<file path="config.mk">
export PLATFORM = sky130hd
export DESIGN_NAME = rv_decode_stage
export DESIGN_NICKNAME = d
export VERILOG_FILES = /design/src/rtl/rv_decode_stage.sv
export SDC_FILE = /design/constraint.sdc
export NUM_CORES = 1
export LEC_CHECK = 0
export BUFFER_PORTS_ARGS = -buffer_cell sky130_fd_sc_hd__clkbuf_2
export CAP_MARGIN = 10
export CORE_MARGIN = 10
export CORE_UTILIZATION = 24
export CTS_CLUSTER_SIZE = 40
export DETAILED_ROUTE_END_ITERATION = 8
export GPL_TIMING_DRIVEN = 0
export PLACE_DENSITY_LB_ADDON = 0.12
export SYNTH_ARGS = -nofsm -noshare
export SYNTH_HDL_FRONTEND = slang
export SYNTH_SLANG_ARGS = --single-unit
</file>
<file path="constraint.sdc">
create_clock -name clk -period 1.9 [get_ports clk]
set_input_delay 0.19 -clock clk [delete_from_list [all_inputs] [get_ports clk]]
set_output_delay 0.19 -clock clk [all_outputs]
set_load 0.05 [all_outputs]
</file>
<file path="src/rtl/rv_decode_stage.sv">
// rtl/rv_decode_stage.sv - registered RV32I/M decode stage with a 2-entry skid buffer
module rv_decode_stage #(
    parameter int DATA_WIDTH = 32,
    parameter int ADDR_WIDTH = 32,
    parameter int EN_M_EXT   = 1
) (
    input  logic                  clk,
    input  logic                  rst,
    input  logic                  flush,
    input  logic                  in_valid,
    output logic                  in_ready,
    input  logic [DATA_WIDTH-1:0] in_inst,
    input  logic [ADDR_WIDTH-1:0] in_pc,
    output logic                  out_valid,
    input  logic                  out_ready,
    output logic [ADDR_WIDTH-1:0] out_pc,
    output logic [DATA_WIDTH-1:0] out_inst,
    output logic [4:0]            out_rs1,
    output logic [4:0]            out_rs2,
    output logic [4:0]            out_rd,
    output logic                  out_reg_write,
    output logic                  out_mem_write,
    output logic                  out_mem_to_reg,
    output logic [2:0]            out_mem_op,
    output logic [3:0]            out_alu_op,
    output logic [2:0]            out_alu_src,
    output logic [2:0]            out_imm_op,
    output logic [2:0]            out_branch,
    output logic [3:0]            out_md_op,
    output logic                  out_illegal
);

    typedef struct packed {
        logic       reg_write;
        logic       mem_write;
        logic       mem_to_reg;
        logic [2:0] mem_op;
        logic [3:0] alu_op;
        logic [2:0] alu_src;
        logic [2:0] imm_op;
        logic [2:0] branch;
        logic [3:0] md_op;
        logic       illegal;
    } ctrl_t;

    typedef struct packed {
        logic [ADDR_WIDTH-1:0] pc;
        logic [DATA_WIDTH-1:0] inst;
        ctrl_t                 ctrl;
    } entry_t;

    ctrl_t      dec;
    entry_t     in_entry;
    entry_t     m_q, m_d, s_q, s_d;
    logic       m_valid_q, m_valid_d, s_valid_q, s_valid_d;
    logic [2:0] f3;
    logic [6:0] f7;
    logic [3:0] alu_std;
    logic       accept, fire;

    assign f3      = in_inst[14:12];
    assign f7      = in_inst[31:25];
    // funct3 maps straight onto alu_op except sltu, which has its own code
    assign alu_std = (f3 == 3'b011) ? 4'b1010 : {1'b0, f3};

    always_comb begin
        dec = '0;
        if (in_inst[1:0] != 2'b11) begin
            dec.illegal = 1'b1;
        end else begin
            case (in_inst[6:2])
                5'b01100: begin
                    if (f7 == 7'b0000000) begin
                        dec.reg_write = 1'b1;
                        dec.alu_op    = alu_std;
                    end else if (f7 == 7'b0100000 && (f3 == 3'b000 || f3 == 3'b101)) begin
                        dec.reg_write = 1'b1;
                        dec.alu_op    = {1'b1, f3};
                    end else if (f7 == 7'b0000001 && EN_M_EXT != 0) begin
                        dec.reg_write = 1'b1;
                        dec.md_op     = {1'b1, f3};
                    end else begin
                        dec.illegal = 1'b1;
                    end
                end
                5'b00100: begin
                    dec.alu_src   = 3'b010;
                    dec.imm_op    = 3'b001;
                    dec.reg_write = 1'b1;
                    dec.alu_op    = alu_std;
                    if (f3 == 3'b001 && f7 != 7'b0000000) dec.illegal = 1'b1;
                    if (f3 == 3'b101) begin
                        if (f7 == 7'b0100000)      dec.alu_op  = 4'b1101;
                        else if (f7 != 7'b0000000) dec.illegal = 1'b1;
                    end
                end
                5'b00000: begin
                    dec.alu_src    = 3'b010;
                    dec.imm_op     = 3'b001;
                    dec.reg_write  = 1'b1;
                    dec.mem_to_reg = 1'b1;
                    dec.mem_op     = f3 + 3'd1;
                    if (f3 == 3'b011 || f3[2:1] == 2'b11) dec.illegal = 1'b1;
                end
                5'b01000: begin
                    dec.alu_src   = 3'b010;
                    dec.imm_op    = 3'b011;
                    dec.mem_write = 1'b1;
                    dec.mem_op    = f3 + 3'd1;
                    if (f3 > 3'b010) dec.illegal = 1'b1;
                end
                5'b11000: begin
                    dec.imm_op = 3'b100;
                    dec.alu_op = f3[1] ? 4'b1010 : 4'b1000;
                    dec.branch = {1'b1, f3[2], f3[0]};
                    if (f3[2:1] == 2'b01) dec.illegal = 1'b1;
                end
                5'b11011: begin
                    dec.alu_src   = 3'b101;
                    dec.imm_op    = 3'b101;
                    dec.branch    = 3'b001;
                    dec.reg_write = 1'b1;
                end
                5'b11001: begin
                    dec.alu_src   = 3'b101;
                    dec.imm_op    = 3'b001;
                    dec.branch    = 3'b010;
                    dec.reg_write = 1'b1;
                    if (f3 != 3'b000) dec.illegal = 1'b1;
                end
                5'b01101: begin
                    dec.alu_op    = 4'b0011;
                    dec.alu_src   = 3'b010;
                    dec.imm_op    = 3'b010;
                    dec.reg_write = 1'b1;
                end
                5'b00101: begin
                    dec.alu_src   = 3'b011;
                    dec.imm_op    = 3'b010;
                    dec.reg_write = 1'b1;
                end
                5'b00011: begin
                end
                default: dec.illegal = 1'b1;
            endcase
        end
        // illegal ops must not cause any architectural side effect downstream
        if (dec.illegal) begin
            dec.reg_write  = 1'b0;
            dec.mem_write  = 1'b0;
            dec.mem_to_reg = 1'b0;
            dec.mem_op     = 3'b000;
            dec.branch     = 3'b000;
            dec.md_op      = 4'b0000;
        end
        if (in_inst[11:7] == 5'd0) dec.reg_write = 1'b0;
    end

    assign in_entry = '{pc: in_pc, inst: in_inst, ctrl: dec};
    assign in_ready = !rst && !s_valid_q;
    assign accept   = in_valid && in_ready;
    assign fire     = m_valid_q && out_ready;

    always_comb begin
        m_d       = m_q;
        s_d       = s_q;
        m_valid_d = m_valid_q;
        s_valid_d = s_valid_q;
        if (flush) begin
            m_valid_d = 1'b0;
            s_valid_d = 1'b0;
        end else if (!m_valid_q || fire) begin
            if (s_valid_q) begin
                m_d       = s_q;
                m_valid_d = 1'b1;
                s_valid_d = 1'b0;
            end else if (accept) begin
                m_d       = in_entry;
                m_valid_d = 1'b1;
            end else begin
                m_valid_d = 1'b0;
            end
        end else if (accept) begin
            s_d       = in_entry;
            s_valid_d = 1'b1;
        end
    end

    always_ff @(posedge clk) begin
        if (rst) begin
            m_q       <= '0;
            s_q       <= '0;
            m_valid_q <= 1'b0;
            s_valid_q <= 1'b0;
        end else begin
            m_q       <= m_d;
            s_q       <= s_d;
            m_valid_q <= m_valid_d;
            s_valid_q <= s_valid_d;
        end
    end

    assign out_valid      = m_valid_q;
    assign out_pc         = m_q.pc;
    assign out_inst       = m_q.inst;
    assign out_rs1        = m_q.inst[19:15];
    assign out_rs2        = m_q.inst[24:20];
    assign out_rd         = m_q.inst[11:7];
    assign out_reg_write  = m_q.ctrl.reg_write;
    assign out_mem_write  = m_q.ctrl.mem_write;
    assign out_mem_to_reg = m_q.ctrl.mem_to_reg;
    assign out_mem_op     = m_q.ctrl.mem_op;
    assign out_alu_op     = m_q.ctrl.alu_op;
    assign out_alu_src    = m_q.ctrl.alu_src;
    assign out_imm_op     = m_q.ctrl.imm_op;
    assign out_branch     = m_q.ctrl.branch;
    assign out_md_op      = m_q.ctrl.md_op;
    assign out_illegal    = m_q.ctrl.illegal;

endmodule

</file>
Word-level counts from Yosys, hierarchy flattened
Cells that the tools add are included.
Word-level totals
  bits in registers: 178
  input port bits: 69
  output and inout port bits: 105
Operators by class
  $add $sub $neg: 1
  magnitude comparators: 1
  eq/ne operators: 17
  multiplexer cells: 40
  bitwise operators: 2
  reduce and logical (&&, ||, !) cells: 29
Operator list (number)
  $mux 88: 2
  $mux 4: 7
  $mux 23: 1
  $mux 1: 18
  $pmux 3 s3: 2
  $pmux 4 s4: 1
  $eq 5x4->1 const B: 3
  $eq 5x5->1 const B: 3
  $pmux 3 s5: 1
  $eq 5x3->1 const B: 2
  $logic_not 5->1: 2
  $mux 5: 2
  $reduce_or 2->1: 4
  $reduce_or 4->1: 2
  $eq 7x1->1 const B: 1
  $eq 7x6->1 const B: 1
  $logic_not 7->1: 1
  $mux 7: 1
  $pmux 1 s7: 1
  $reduce_bool 7->1: 1
  $mux 6: 1
  $reduce_and 3->1: 2
  $reduce_or 3->1: 2
  $reduce_or 6->1: 1
  other kinds (19): 28

Logic depth before layout (Yosys ltp)
  depth after elaboration: 12
  mapped depth: 10

Worst setup path before layout
Ideal clock, no wire load.
  kind: input -> register
  from: input port in_inst[12]
  to: register m_q, in the netlist out_mem_op[1]
  setup time: 0.103 ns
  arrival: 1.899 ns
  setup slack: -0.103 ns
  cell stages on the path: 9
  cell sequence: clkbuf_1 -> inv_1 -> ha_1 -> mux2i_1 -> o41ai_1 -> a21oi_1 -> nor4_4 -> a31oi_1 -> a2111oi_2
Between the ends
  longest elaborated chain between the ends: 11
RTL lines
  start: declaration: line 12  | input logic [DATA_WIDTH-1:0] in_inst,
  $eq 3x1->1: line 91  | if (f3 == 3'b001 && f7 != 7'b0000000) dec.illegal = 1'b1;
  $logic_and 1x1->1: line 91
  $mux 1: line 91
  $mux 1: line 94  | else if (f7 != 7'b0000000) dec.illegal = 1'b1;
  $mux 1: line 93  | if (f7 == 7'b0100000) dec.alu_op = 4'b1101;
  $mux 1: line 92  | if (f3 == 3'b101) begin
  $pmux 1 s7: line 71  | case (in_inst[6:2])
  $mux 1: line 68  | if (in_inst[1:0] != 2'b11) begin
  $mux 6 (*): line 148  | if (dec.illegal) begin
  $mux 88 (*): line 177  | end else if (accept) begin
  $mux 88 (*): line 173  | if (s_valid_q) begin
  end signal: assignment: line 196  | m_q <= m_d;
  end: declaration: line 54  | entry_t m_q, m_d, s_q, s_d;
Mark *: on every way between the ends. The rest lies on a longest branch, timed or not. The select of a mux whose other input is x is not followed.
A chain may end at the register's enable or synchronous reset.

Worst setup path in the final report
  from: register s_valid_q
  to: output port in_ready
Between the ends
  longest elaborated chain between the ends: 2
RTL lines
  start: declaration: line 55  | logic m_valid_q, m_valid_d, s_valid_q, s_valid_d;
  start signal: assignment: line 199  | s_valid_q <= s_valid_d;
  $logic_not 1->1: line 160  | assign in_ready = !rst && !s_valid_q;
  $logic_and 1x1->1: line 160
  end: declaration: line 11  | output logic in_ready,
Every way passes these cells.

==> reports/results.tsv <==
stage	metric	value	unit
setup_path	critical path type	reg -> out	
setup_path	crit path DAT	1.64	ns
drt	initial DRC count	467	
drt	via-per-instance ratio	4.66	
clock_network	Sink Count	178	
cells_and_area	Area Growth Syn to Fin	34.6	%
synthesis	post-synthesis cell area	7740	µm²
global_routing	initial antenna violation count	0	
clock_network	root buf cell	clkbuf_16	
clock_network	CTS tree	done	
synthesis	register area share after synthesis	0.460	
drt	DRC viols	0	
synthesis	Mapped Nets	1013	
drt	drt pass-1 iters	5	
pwr	Max VDD drop	0.631	mV
cells_and_area	Inserted Diodes	0	
run_status	status	complete, no violations	
global_routing	GRT Overall Usage	0.149	
synthesis	Netlist cell types	53	
setup_path	CP Capture Type	primary output	
timing	Hold Violations, Final	0	
die	core area	31700	µm²
placement	placer congestion estimate	0.867	
setup_path	required time of the critical path	1.71	ns
placement	DP HPWL	22100	µm
cells_and_area	Final Cell Area	10400	µm²
cells_and_area	Multi-input gate area	3830	µm²
run	max-cap viol count	0	
placement	PortBufs	170	
cells_and_area	largest register by flop count	s_q	
pwr	Pwr Density	844	nW/µm²
timing	fin crit share	0.962	
cells_and_area	Layout Nets	1253	
cells_and_area	max FFs per register	88	
drt	top sig layer	met4	
pwr	Static Leak	0.00388	µW
drt	DRT Wirelength	30000	µm
die	die extent in y	200	µm
global_routing	grt total ovfl	0	
clock_network	Max Root-Sink Buffers	2	
drt	total number of vias	7428	
synthesis	async set or reset register ratio after synthesis	0	
synthesis	Yosys reg bits	178	
cells_and_area	fill count	3459	
setup_path	R2R setup slack	0.15	ns
die	DIE AREA	39800	µm²
timing	setup TNS	0	ns
clock_network	clock-pin slew on the worst setup and hold paths	0.07	ns
synthesis	Post-synth EDFFs	0	
cells_and_area	area taken by flip-flops and latches	3570	µm²
setup_path	Reg2Reg Launch Point	s_valid_q$_SDFFE_PP0P_	
drt	met1 WL	14100	µm
timing	Min Hold Slack	0.0151	ns
clock_network	Clk Latency, worst-skew pair	0.45	ns
die	# rows	65	
placement	area post-placement	9170	µm²
drt	Post-DRT Antenna Nets	0	
die	Starting Density	0.244	
setup_path	crit path max-delay cell type	dfxtp_2	
timing	Fmax	547	MHz
synthesis	Post-Syn Area per Cell	8.24	µm²
drt	drt wl/cell	18.8	µm
timing	Layout Skew	0.0140	ns
timing	Slew @ Worst Pin	0.973	ns
drt	met3 wire length	1430	µm
die	IO Count	174	
timing	crit path time final	1.83	ns
cells_and_area	layout cells sized above 1	0.244	
worst_hold_path	worst hold path startpoint	in_inst[27]	
synthesis	Synth Warn #	0	
setup_path	worst-path cell chain	clkbuf_8 > clkbuf_4 > nor2_1 > buf_4	
global_routing	pin count of the biggest net entering global routing	18	
global_routing	first-pass GRT wire length	44900	µm
timing	Setup violations, final	0	
timing	Final Max Slew Viols	0	
drt	WL met2	14200	µm
synthesis	ys flop type	dfxtp_1	
setup_path	max incr delay on CP	0.36	ns
global_routing	vias in the first global route	7212	
clock_network	H-Tree Depth	4	
setup_path	CP max FO	10	
worst_hold_path	Min-Delay Path Class	in -> reg	
synthesis	Syn Inst Count	939	
timing	Rel. slew slack	0.352	
die	Die X	200	µm
setup_path	CP Launch Type	flop	
setup_path	Crit. Startpoint	s_valid_q$_SDFFE_PP0P_	
clock_network	total CTS buffers	17	
[synthesized netlist by cell type (all sizes together), types with 2 or more instances]
master   number  area, µm²
inv           7       26.3
nor3b         2       15.0
clkbuf       72        270
a211oi       70        526
a21oi       111        556
a31oi         3       25.0
o2111ai       2       17.5
a22oi         5       37.5
o21bai        2       15.0
nand2b        2       12.5
buf          24        160
ha            5       62.6
nand2       173        649
nand3        16       80.1
a221oi        3       26.3
o22ai         2       12.5
nand3b        3       22.5
and3b         2       17.5
dfxtp       178       3560
a2111oi       2       23.8
o211ai        4       30.0
and2          2       12.5
or3           3       18.8
o21ai        25        125
nor2b         8       50.1
nor4          5       52.6
and3          3       18.8
nand4        15       93.8
mux2i        65        651
nor2         97        364
o31ai         2       15.0
nor3         11       55.1
[critical path: cells and delay by family (launching register included)]
kind / cells / cell delay (ns)
buffers and inverters: 3 / 0.65
AND/OR/NAND/NOR: 1 / 0.19
flip-flops: 1 / 0.36
[final timing paths]
| check | cells after the start | endpoint |
|---|---|---|
| setup / recovery | 4 | in_ready |
| hold / removal | 3 | s_q[51]$_SDFFE_PP0P_ |
| setup reg to reg | 6 | s_q[10]$_SDFFE_PP0P_ |
| hold reg to reg | 2 | s_q[20]$_SDFFE_PP0P_ |
[layout make-up]
| type | instances | share of cell area |
|---|---|---|
| Multi-Input combinational cell | 657 | 0.368 |
| Sequential cell | 178 | 0.342 |
| Timing Repair Buffer | 223 | 0.132 |
| Buffer | 94 | 0.0506 |
| Tap cell | 402 | 0.0483 |
| Clock buffer | 18 | 0.0412 |
| Clock inverter | 14 | 0.0141 |
| Inverter | 8 | 0.00360 |
[routing by layer]
metal / global-route usage / up-vias
li1: - / 3759
met1: 0.192 / 3504
met2: 0.243 / 146
met3: 0.0363 / 19
met4: 0.0398 / 0
met5: 0 / -
[logic make-up after synthesis]
group                    Yosys count  synth area share
AO/OA/AOI/OAI                    241             0.194
adder cells (fa/ha/maj)            5           0.00808
buffers and inverters            104            0.0595
flip-flops                       178             0.460
multiplexers                      66            0.0855
AND/OR/NAND/NOR                  345             0.192
[repair_timing]
action,CTS,global route
setup endpoints to repair,177,165
gates resized for setup,38,50
pin swaps,2,5
hold buffers,49,0
buffers inserted,3,1
endpoints found under the hold margin,50,0
[where the power goes]
part	internal, µW	switching, µW
sequential	3830	59.1
clock	1850	1740
combinational	399	909
total	6080	2710
[cells in the final DEF (no fill, tap or decap), drive strengths merged, types with 3 or more instances in the layout]
| cell type | instances |
|---|---|
| clkbuf | 255 |
| dfxtp | 178 |
| nand2 | 173 |
| a21oi | 111 |
| nor2 | 97 |
| a211oi | 70 |
| mux2i | 65 |
| dlygate4sd3 | 49 |
| buf | 31 |
| o21ai | 25 |
| nand3 | 16 |
| nand4 | 15 |
| inv | 13 |
| nor3 | 11 |
| nor2b | 8 |
| a22oi | 5 |
| ha | 5 |
| nor4 | 5 |
| clkinvlp | 4 |
| o211ai | 4 |
| clkinv | 4 |
| or3 | 3 |
| nand3b | 3 |
| a221oi | 3 |
| and3 | 3 |
| a31oi | 3 |
[stage by stage]
stage / instances / utilization / worst slack (ns) / total power, µW
after global routing: 1594 / 0.328 / -0.0591 / 9140
after global placement: 1511 / 0.289 / -0.868 / 5200
after floorplan: 939 / - / -0.0184 / 4780
after CTS: 1593 / 0.326 / 0.0168 / 8900
final: 1594 / 0.328 / 0.0728 / 8790
after detailed placement: 1511 / 0.289 / -0.803 / 5190
(Power assumes the default switching activity.)
